<file path="config.mk">
export PLATFORM = sky130hd
export DESIGN_NAME = cpu_sequencer_32bit
export DESIGN_NICKNAME = d
export VERILOG_FILES = /design/src/rtl/cpu_sequencer_32bit.sv
export SDC_FILE = /design/constraint.sdc
export NUM_CORES = 1
export LEC_CHECK = 0
export CAP_MARGIN = 20
export CELL_PAD_IN_SITES_DETAIL_PLACEMENT = 0
export CELL_PAD_IN_SITES_GLOBAL_PLACEMENT = 2
export CORE_MARGIN = 1
export CORE_UTILIZATION = 28
export CTS_CLUSTER_SIZE = 28
export DETAILED_ROUTE_END_ITERATION = 16
export GPL_ROUTABILITY_DRIVEN = 1
export MAX_ROUTING_LAYER = met4
export PLACE_DENSITY = 0.94
export SETUP_SLACK_MARGIN = 0.1
export SLEW_MARGIN = 20
export SYNTH_ARGS = -nofsm -noshare
export SYNTH_HDL_FRONTEND = slang
export SYNTH_SLANG_ARGS = --single-unit
</file>
<file path="constraint.sdc">
create_clock -name clock -period 6.6 [get_ports clock]
set_input_delay 1.65 -clock clock [delete_from_list [all_inputs] [get_ports clock]]
set_output_delay 1.65 -clock clock [all_outputs]
set_load 0.01 [all_outputs]
</file>
<file path="src/rtl/cpu_sequencer_32bit.sv">
// Multi-cycle control sequencer for a small RISC-V integer core (R/I ALU, beq/bne, ecall).
// Latency: ALU op FETCH->WRITEBACK 4 cycles, branch 3, with mem_ready high on the first FETCH cycle.
// Backpressure: FETCH stalls while mem_ready is low; halts on fetch timeout. Macro: CPU_SEQUENCER_ILLEGAL_TRAP_EN.
module cpu_sequencer_32bit #(
    parameter int unsigned FETCH_TIMEOUT = 15
) (
    input  logic        clock,
    input  logic        reset,
    input  logic        run,
    input  logic        mem_ready,
    input  logic [31:0] instruction,
    input  logic        alu_zero,
    output logic        ir_load,
    output logic        pc_write_enable,
    output logic        pc_src_branch,
    output logic        rf_write_enable,
    output logic [2:0]  alu_f3,
    output logic        alu_f9,
    output logic        alu_src_imm,
    output logic [2:0]  state,
    output logic        halted,
    output logic [1:0]  fault,
    output logic [31:0] retired
);

    typedef enum logic [2:0] {
        S_IDLE      = 3'd0,
        S_FETCH     = 3'd1,
        S_DECODE    = 3'd2,
        S_EXECUTE   = 3'd3,
        S_WRITEBACK = 3'd4,
        S_HALT      = 3'd5
    } state_t;

    localparam int unsigned WAIT_W = $clog2(FETCH_TIMEOUT + 1);
    localparam logic [WAIT_W-1:0] TIMEOUT_VAL = FETCH_TIMEOUT[WAIT_W-1:0];

`ifdef CPU_SEQUENCER_ILLEGAL_TRAP_EN
    localparam bit ILLEGAL_TRAP = 1'b1;
`else
    localparam bit ILLEGAL_TRAP = 1'b0;
`endif

    state_t            cur_state;
    state_t            nxt_state;
    logic [31:0]       ir;
    logic [WAIT_W-1:0] wait_cnt;
    logic [WAIT_W-1:0] wait_inc;
    logic              timeout_hit;

    // Decode fields always come from the latched IR, never the live bus.
    logic [6:0] opcode;
    logic [2:0] funct3;
    logic [4:0] rd;
    logic       is_r;
    logic       is_i;
    logic       is_br;
    logic       is_ecall;
    logic       is_ill;
    logic       illegal_nop;
    logic       retire_now;
    logic       unused_ir_bits;

    assign opcode         = ir[6:0];
    assign funct3         = ir[14:12];
    assign rd             = ir[11:7];
    assign is_r           = (opcode == 7'b0110011);
    assign is_i           = (opcode == 7'b0010011);
    assign is_br          = (opcode == 7'b1100011) && (funct3[2:1] == 2'b00);
    assign is_ecall       = (opcode == 7'b1110011);
    assign is_ill         = !(is_r || is_i || is_br || is_ecall);
    assign illegal_nop    = (cur_state == S_DECODE) && is_ill && !ILLEGAL_TRAP;
    assign unused_ir_bits = ^{ir[31], ir[29:15]};

    // The wait counter counts stalled FETCH cycles; the cycle that makes it reach the limit halts.
    assign wait_inc    = wait_cnt + 1'b1;
    assign timeout_hit = !mem_ready && (wait_inc == TIMEOUT_VAL);

    // An instruction retires in WRITEBACK, in a branch EXECUTE, or as an untrapped illegal NOP.
    assign retire_now = (cur_state == S_WRITEBACK)
                     || ((cur_state == S_EXECUTE) && is_br)
                     || illegal_nop;

    // State register.
    always_ff @(posedge clock) begin
        if (reset) begin
            cur_state <= S_IDLE;
        end else begin
            cur_state <= nxt_state;
        end
    end

    // Next-state selection.
    always_comb begin
        nxt_state = cur_state;
        case (cur_state)
            S_IDLE:      if (run) nxt_state = S_FETCH;
            S_FETCH: begin
                if (mem_ready)        nxt_state = S_DECODE;
                else if (timeout_hit) nxt_state = S_HALT;
            end
            S_DECODE: begin
                if (is_ecall)    nxt_state = S_HALT;
                else if (is_ill) nxt_state = ILLEGAL_TRAP ? S_HALT : S_FETCH;
                else             nxt_state = S_EXECUTE;
            end
            S_EXECUTE:   nxt_state = is_br ? S_FETCH : S_WRITEBACK;
            S_WRITEBACK: nxt_state = run ? S_FETCH : S_IDLE;
            S_HALT:      nxt_state = S_HALT;
            default:     nxt_state = S_IDLE;
        endcase
    end

    // Strobes and ALU controls; ALU fields are recomputed from IR so WRITEBACK holds the EXECUTE values.
    always_comb begin
        ir_load         = 1'b0;
        pc_write_enable = 1'b0;
        pc_src_branch   = 1'b0;
        rf_write_enable = 1'b0;
        alu_f3          = 3'b000;
        alu_f9          = 1'b0;
        alu_src_imm     = 1'b0;
        case (cur_state)
            S_FETCH:  ir_load = mem_ready;
            S_DECODE: pc_write_enable = illegal_nop;
            S_EXECUTE, S_WRITEBACK: begin
                if (is_br) begin
                    alu_f9 = 1'b1;
                end else if (is_r) begin
                    alu_f3 = funct3;
                    alu_f9 = ir[30];
                end else if (is_i) begin
                    alu_f3      = funct3;
                    alu_f9      = (funct3 == 3'b101) ? ir[30] : 1'b0;
                    alu_src_imm = 1'b1;
                end
                if (cur_state == S_EXECUTE) begin
                    pc_write_enable = is_br;
                    pc_src_branch   = is_br && (funct3[0] ? !alu_zero : alu_zero);
                end else begin
                    pc_write_enable = 1'b1;
                    rf_write_enable = (rd != 5'd0);
                end
            end
            default: ;
        endcase
    end

    // IR, fetch wait counter, retire counter and halt cause.
    always_ff @(posedge clock) begin
        if (reset) begin
            ir       <= 32'd0;
            wait_cnt <= '0;
            retired  <= 32'd0;
            fault    <= 2'b00;
        end else begin
            if (ir_load) ir <= instruction;
            if (cur_state == S_FETCH) begin
                wait_cnt <= mem_ready ? '0 : wait_inc;
                if (timeout_hit) fault <= 2'b10;
            end
            if (cur_state == S_DECODE) begin
                if (is_ecall)                  fault <= 2'b00;
                else if (is_ill && ILLEGAL_TRAP) fault <= 2'b01;
            end
            if (retire_now) retired <= retired + 32'd1;
        end
    end

    assign state  = cur_state;
    assign halted = (cur_state == S_HALT);

endmodule
</file>
Word level (Yosys, flattened, before mapping)

Index checks and enable logic that the tools add are counted.
Widths: inputs -> output; s select.

Logic and storage cells: 72
Flip-flop bits (word level): 72

Reduce and logical (&&, ||, !) cells: 18
Multiplexer cells: 34
Equal/unequal tests: 13
Add/subtract/negate cells: 2

Operator list:

| cell                  | number |
|---|---|
| $add 32x1->32 const B | 1 |
| $mux 3                | 9 |
| $pmux 3 s6            | 1 |
| $mux 1                | 17 |
| $eq 7x7->1 const B    | 2 |
| $mux 2                | 5 |
| $eq 3x3->1 const B    | 3 |
| $eq 7x5->1 const B    | 1 |
| $eq 7x6->1 const B    | 1 |
| $eq 3x2->1 const B    | 2 |
| $logic_and 1x1->1     | 5 |
| $logic_or 1x1->1      | 5 |
| $reduce_bool 5->1     | 1 |
| $add 4x1->4 const B   | 1 |
| $eq 4x4->1 const B    | 1 |
| $mux 4                | 1 |
| $eq 3x1->1 const B    | 1 |
| $logic_not 1->1       | 3 |
| $logic_not 3->1       | 1 |
| $ne 3x3->1 const B    | 1 |
| $logic_not 2->1       | 1 |
| $ne 2x2->1 const B    | 1 |
| $pmux 1 s2            | 1 |
| $reduce_and 2->1      | 1 |
| $reduce_or 2->1       | 1 |

Logic depth before layout (Yosys ltp)

Gate-level depths: netlist of the first run.

Depth after elaboration: 7
Depth in mapped cells: 8

Worst setup path before layout of the first run

OpenSTA, ideal clock, no wires.

Kind: input port to output port
Start point: input mem_ready
End point: output ir_load
Setup slack: 2.539 ns
Buffers on the path: 2
Stages on the path: 4
Arrival: 2.411 ns
Path through: clkbuf_1 nand2_1 clkinv_1 buf_2

Word-level cells in the longest chain between the ends: 1

Ends and longest elaborated chain:

| element         | line | RTL |
|---|---|---|
| start, declared | 10   | `input logic mem_ready,` |
| $mux 1          | 123  | `case (cur_state)` |
| end, declared   | 13   | `output logic ir_load,` |

No other way between the ends.

Worst setup path after layout of the first run

Same ends and word-level chain as after synthesis.

==> results.tsv, run 1 <==
metric	value	unit
status	complete, no violations	
synth_fp_nets	408	
final_antenna_net_count	0	
start_util	29.2	%
synth_ff_type	dfxtp_1	
async_reset_ff_share	0	%
p_int	0.000639	W
ios	84	
htreeDepth	3	
multi_input_comb_area	0.00163	mm²
coreArea	0.00986	mm²
final_common_cell	clkdlybuf4s50_1	
yosysWarnings	0	
grt_usage	15.5	%
worstHoldStart	fault[0]$_SDFF_PP0_	
rr_startpoint	state[1]$_SDFFE_PP0P_	
p_seq_share	43.2	%
startpoint	mem_ready	
power_frac_comb	7.5	%
met3_length	290	µm
synth_edf_count	0	
cts_tree	built	
postCtsResizedCells	0	
area_growth_syn_to_layout	35.4	%
clockBufferDepth	2	
drc	0	
grt_max_degree	63	
crit_required	4.95	ns
top_layer_used	met4	
hp-class	reg2reg	
skew	0.0117	ns
final_core_util	39.6	%
ff_latch_area	0.00114	mm²
ys_seq_elements	57	
relSlewSlack	51.0	%
die_area	0.0107	mm²
path_clk_slew	0.07	ns
routed_wl	7.57	mm
layout_min_cycle_time	5.05	ns
n_fill_cell	1048	
rows	36	
num_vias	2910	
clockPowerShare	49.2	%
drtIter0Drc	78	
ctsHoldBuffers	0	
leakage	1.20	nW
start_kind	primary input	
slew_violations	0	
n_antenna_cell	0	
synth_cells	368	
vdd_drop_max	0.113	mV
maxCapViolations	0	
port_buffers	67	
worstPathArrival	3.40	ns
place.gp.congestion	0.797	
cp-end-kind	output port	
hold_violations	0	
rsz0062_at_grt	false	
mappedNetlistArea	0.00288	mm²
p_sw_share	23.0	%
tns	0	ns
gr-total-overflow	0	
cts.sinks	57	
die-width	103	µm
first_pass_iters	4	
post_cts_buffers	0	
nets	470	
fin_crit_sh	76.6	%
setup_violations	0	
cts-root-buf	clkbuf_8	
numCtsBuffers	9	
clock_latency	0.34	ns
seq_area_frac_synth	39.6	%
synth_cell_type_count	46	
worst_pin_slew	0.732	ns
vias_per_cell	5.12	
p_per_area	213	mW/mm²
grt_pass1_vias	2602	
switchingPower	0.000191	W
most-common-layout-cells	clkdlybuf4s50_1, dfxtp_1, a21oi_1	
met1Wirelength	3.78	mm
cp_max_fo	18	
fmax	198	MHz
syn_avg_cell_area	7.83	µm²
place_hpwl	5.12	mm
crit_type	in2out	
wl_met2	3.40	mm
wire_per_inst	13.3	µm
fp.dieH	103	µm
antenna_found_initial	0	
grt_pass1_wl	12.5	mm
drive_gt1_share	6.44	%
[critical path: stages]
cell             delay [ns]
clkdlybuf4s50_1        0.54
nand2_1                0.52
clkinv_1               0.18
clkdlybuf4s50_1        0.51
[cells in the mapped netlist, drive strengths merged (3+ instances only)]
cell type,count,area share [%]
nand3b,4,1.0
dfxtp,57,40
a21oi,56,9.7
and2,4,0.87
o21ai,27,4.7
or4,8,2.1
clkbuf,11,1.4
o31ai,10,2.6
nor3,9,1.6
or3,24,5.3
nand4bb,3,1.7
ha,3,1.3
nand4,13,3.3
nor2,27,3.5
nand3,18,3.3
inv,8,1.0
and3,4,0.91
nand2b,6,1.3
nand2,45,5.9
buf,7,1.4
[cells by family (layout without fill, tap and decap cells)]
group | count (synthesis) | after routing | synth area share (%)
simple gates | 173 | 173 | 33.3
mux | 3 | 3 | 1.09
fa+ha+maj | 3 | 3 | 1.30
flops | 57 | 57 | 39.6
buf+inv | 27 | 94 | 3.99
xor+xnor | 2 | 2 | 0.608
compound gates | 103 | 103 | 20.1
[final cells by class]
| cell class | count | share of cell area, % |
|---|---|---|
| flip-flops and latches | 57 | 29.2 |
| multi-input cells | 284 | 41.9 |
| clock buffers | 11 | 3.62 |
| repair buffers | 69 | 17.5 |
| well taps | 133 | 4.26 |
| clock inverters | 5 | 2.63 |
| inverters | 9 | 0.866 |
[per-stage QoR]
step | total power, W | std cells | hold WS (ns) | setup WS (ns) | cell area, µm²
CTS | 0.000842 | 568 | 0.440 | 1.52 | 3900
finish | 0.000830 | 568 | 0.435 | 1.55 | 3900
floorplan | 0.000402 | 368 | 0.436 | 2.54 | 2880
detailed placement | 0.000429 | 552 | 0.428 | 1.52 | 3660
global placement | 0.000428 | 552 | 0.418 | 1.54 | 3660
global route | 0.000869 | 568 | 0.467 | 1.36 | 3900
[metal layers]
layer	vias to the layer above	GRT usage [%]
met2	56	23.3
li1	1472	-
met3	9	3.43
met1	1373	20.4
met5	-	-
met4	0	5.09
[sequential cells by signal, indices dropped and copies added (netlist names)]
name,cells
retired,32
ir,16
wait_cnt,4
state,3
fault,2
[power by group through the flow]
stage               clock, W  combinational, W  sequential [W]
floorplan                  0         0.0000375        0.000365
global placement           0         0.0000620        0.000366
CTS                 0.000421         0.0000629        0.000359
detailed placement         0         0.0000625        0.000367
finish              0.000409         0.0000624        0.000359
global route        0.000439         0.0000700        0.000360
[path summary, 6_finish.rpt]
check	cells after the start	to	slack (ns)
setup / recovery	4	ir_load	1.55
setup reg to reg	6	retired[7]$_SDFFE_PP0P_	4.17
hold / removal	2	fault[0]$_SDFF_PP0_	0.43
hold reg to reg	2	fault[0]$_SDFF_PP0_	0.43
Note: power is estimated with default switching activity, not from simulation.
==> inputs of run 2 (changes only) <==
Settings changed: CORE_UTILIZATION 28 to 26, PLACE_DENSITY 0.94 to 0.88.
Clock period 6.6 ns to 4.7 ns, I/O delays scaled along.
==> results.tsv, run 2 (synthesis gave the netlist of run 1 again) <==
metric	value	unit	change
status	complete, no violations		unchanged
grt_pass1_wl	12.9	mm	was 12.5 mm
cp_cell_sequence	clkdlybuf4s50_1, nand2_1, clkinv_1, clkdlybuf4s50_1		unchanged
place_hpwl	5.38	mm	was 5.12 mm
hp-class	reg2reg		unchanged
crit_required	3.52	ns	was 4.95 ns
layout_min_cycle_time	3.74	ns	
htreeDepth	3		unchanged
grt_max_degree	62		was 63
layout.cells.non_filler	576		was 568
cts.sinks	57		unchanged
antenna_found_initial	0		unchanged
rsz0062_at_grt	false		unchanged
nets	471		was 470
grt_usage	14.6	%	was 15.5%
postCtsResizedCells	0		unchanged
cp-end-kind	output port		unchanged
dpl.cell_count	560		was 552
skew	0.0155	ns	was 0.0117 ns
wire_per_inst	13.6	µm	was 13.3 µm
hold_violations	0		unchanged
relSlewSlack	28.9	%	was 51.0%
port_buffers	67		unchanged
num_vias	2883		was 2910
final_core_util	35.7	%	was 39.6%
die_area	0.0115	mm²	was 0.0107 mm²
top_register	retired		unchanged
ff_latch_area	0.00114	mm²	unchanged
post_cts_buffers	0		unchanged
crit_type	in2out		unchanged
path_clk_slew	0.07	ns	about the same
rrSetupSlack	2.24	ns	was 4.17 ns
fp.dieH	107	µm	was 103 µm
rows	38		was 36
grt_pass1_vias	2721		was 2602
worst_pin_slew	1.07	ns	was 0.732 ns
n_antenna_cell	0		unchanged
first_pass_iters	4		unchanged
fmax	268	MHz	
start_kind	primary input		unchanged
clockBufferDepth	2		unchanged
area_growth_syn_to_layout	34.2	%	was 35.4%
ios	84		unchanged
worstPathArrival	2.56	ns	was 3.40 ns
n_fill_cell	1161		was 1048
cts_tree	built		unchanged
numCtsBuffers	9		unchanged
clock_latency	0.34	ns	about the same
ctsHoldBuffers	0		unchanged
final_common_cell	clkdlybuf4s50_1		unchanged
place.gp.congestion	0.814		was 0.797
drive_gt1_share	6.65	%	was 6.44%
most-common-layout-cells	clkdlybuf4s50_1, dfxtp_1, a21oi_1		unchanged
crit_top_cell	clkdlybuf4s50_1		unchanged
multi_input_comb_area	0.00163	mm²	unchanged
vias_per_cell	5.01		was 5.12
cpPeakStageDelay	0.62	ns	was 0.54 ns
routed_wl	7.84	mm	was 7.57 mm
leakage	1.18	nW	was 1.20 nW
maxCapViolations	0		unchanged
final_antenna_net_count	0		unchanged
p_per_area	273	mW/mm²	was 213 mW/mm²
coreArea	0.0108	mm²	was 0.00986 mm²
slew_violations	0		unchanged
cp_max_fo	8		was 18
cts-root-buf	clkbuf_8		unchanged
critical_path.slowest_cell	clkdlybuf4s50_1		unchanged
drtIter0Drc	117		was 78
fin_crit_sh	79.5	%	
drc	0		unchanged
tns	0	ns	unchanged
start_util	26.6	%	was 29.2%
top_regs	retired (32), ir (16), wait_cnt (4)		unchanged
gr-total-overflow	0		unchanged
die-width	107	µm	was 103 µm
vdd_drop_max	0.111	mV	was 0.113 mV
largest_reg_flops	32		unchanged
setup_violations	0		unchanged
run 2: worst max-delay path: cells and delay by family:
| kind | cells | cell delay (ns) |
|---|---|---|
| and+or+nand+nor | 1 | 0.15 |
| buffers and inverters | 3 | 1.24 |
run 2: final timing paths:
kind	cells after the start	endpoint	from
worst max-delay path	4	ir_load	mem_ready
worst min-delay path	2	fault[0]$_SDFF_PP0_	fault[0]$_SDFF_PP0_
worst max register to register	6	retired[11]$_SDFFE_PP0P_	state[1]$_SDFFE_PP0P_
worst min register to register	2	fault[0]$_SDFF_PP0_	fault[0]$_SDFF_PP0_
run 2: through the flow:
step / hold WS [ns] / worst slack (ns) / power (W) / instance area, µm²
6_report: 0.436 / 0.962 / 0.00105 / 3870
5_1_grt: 0.469 / 0.892 / 0.00110 / 3870
4_1_cts: 0.438 / 0.953 / 0.00107 / 3870
3_5_place_dp: 0.426 / 0.958 / 0.000605 / 3670
3_3_place_gp: 0.418 / 0.958 / 0.000604 / 3670
2_1_floorplan: 0.436 / 1.59 / 0.000565 / 2880
run 2: report_power, final:
group / total [W] / internal, W / switching (W) / leakage, nW
Sequential: 0.000504 / 0.000492 / 0.0000117 / 0.461
Clock: 0.000461 / 0.000247 / 0.000215 / 0.0929
Combinational: 0.0000887 / 0.0000397 / 0.0000490 / 0.625
run 2: final cells by class:
class,instances,area share (%)
flip-flops and latches,57,29.5
repair buffers,70,17.8
multi-input cells,284,42.3
inverters,9,0.874
well taps,140,4.53
clock inverters,6,1.75
clock buffers,10,3.30
run 2: layer usage:
metal	GRT usage, %	part of all wire [%]	up-vias
li1	-	-	1464
met1	18.6	50	1364
met2	23.1	45	43
met3	2.54	3.0	12
met4	5.87	1.6	0
met5	-	0	-
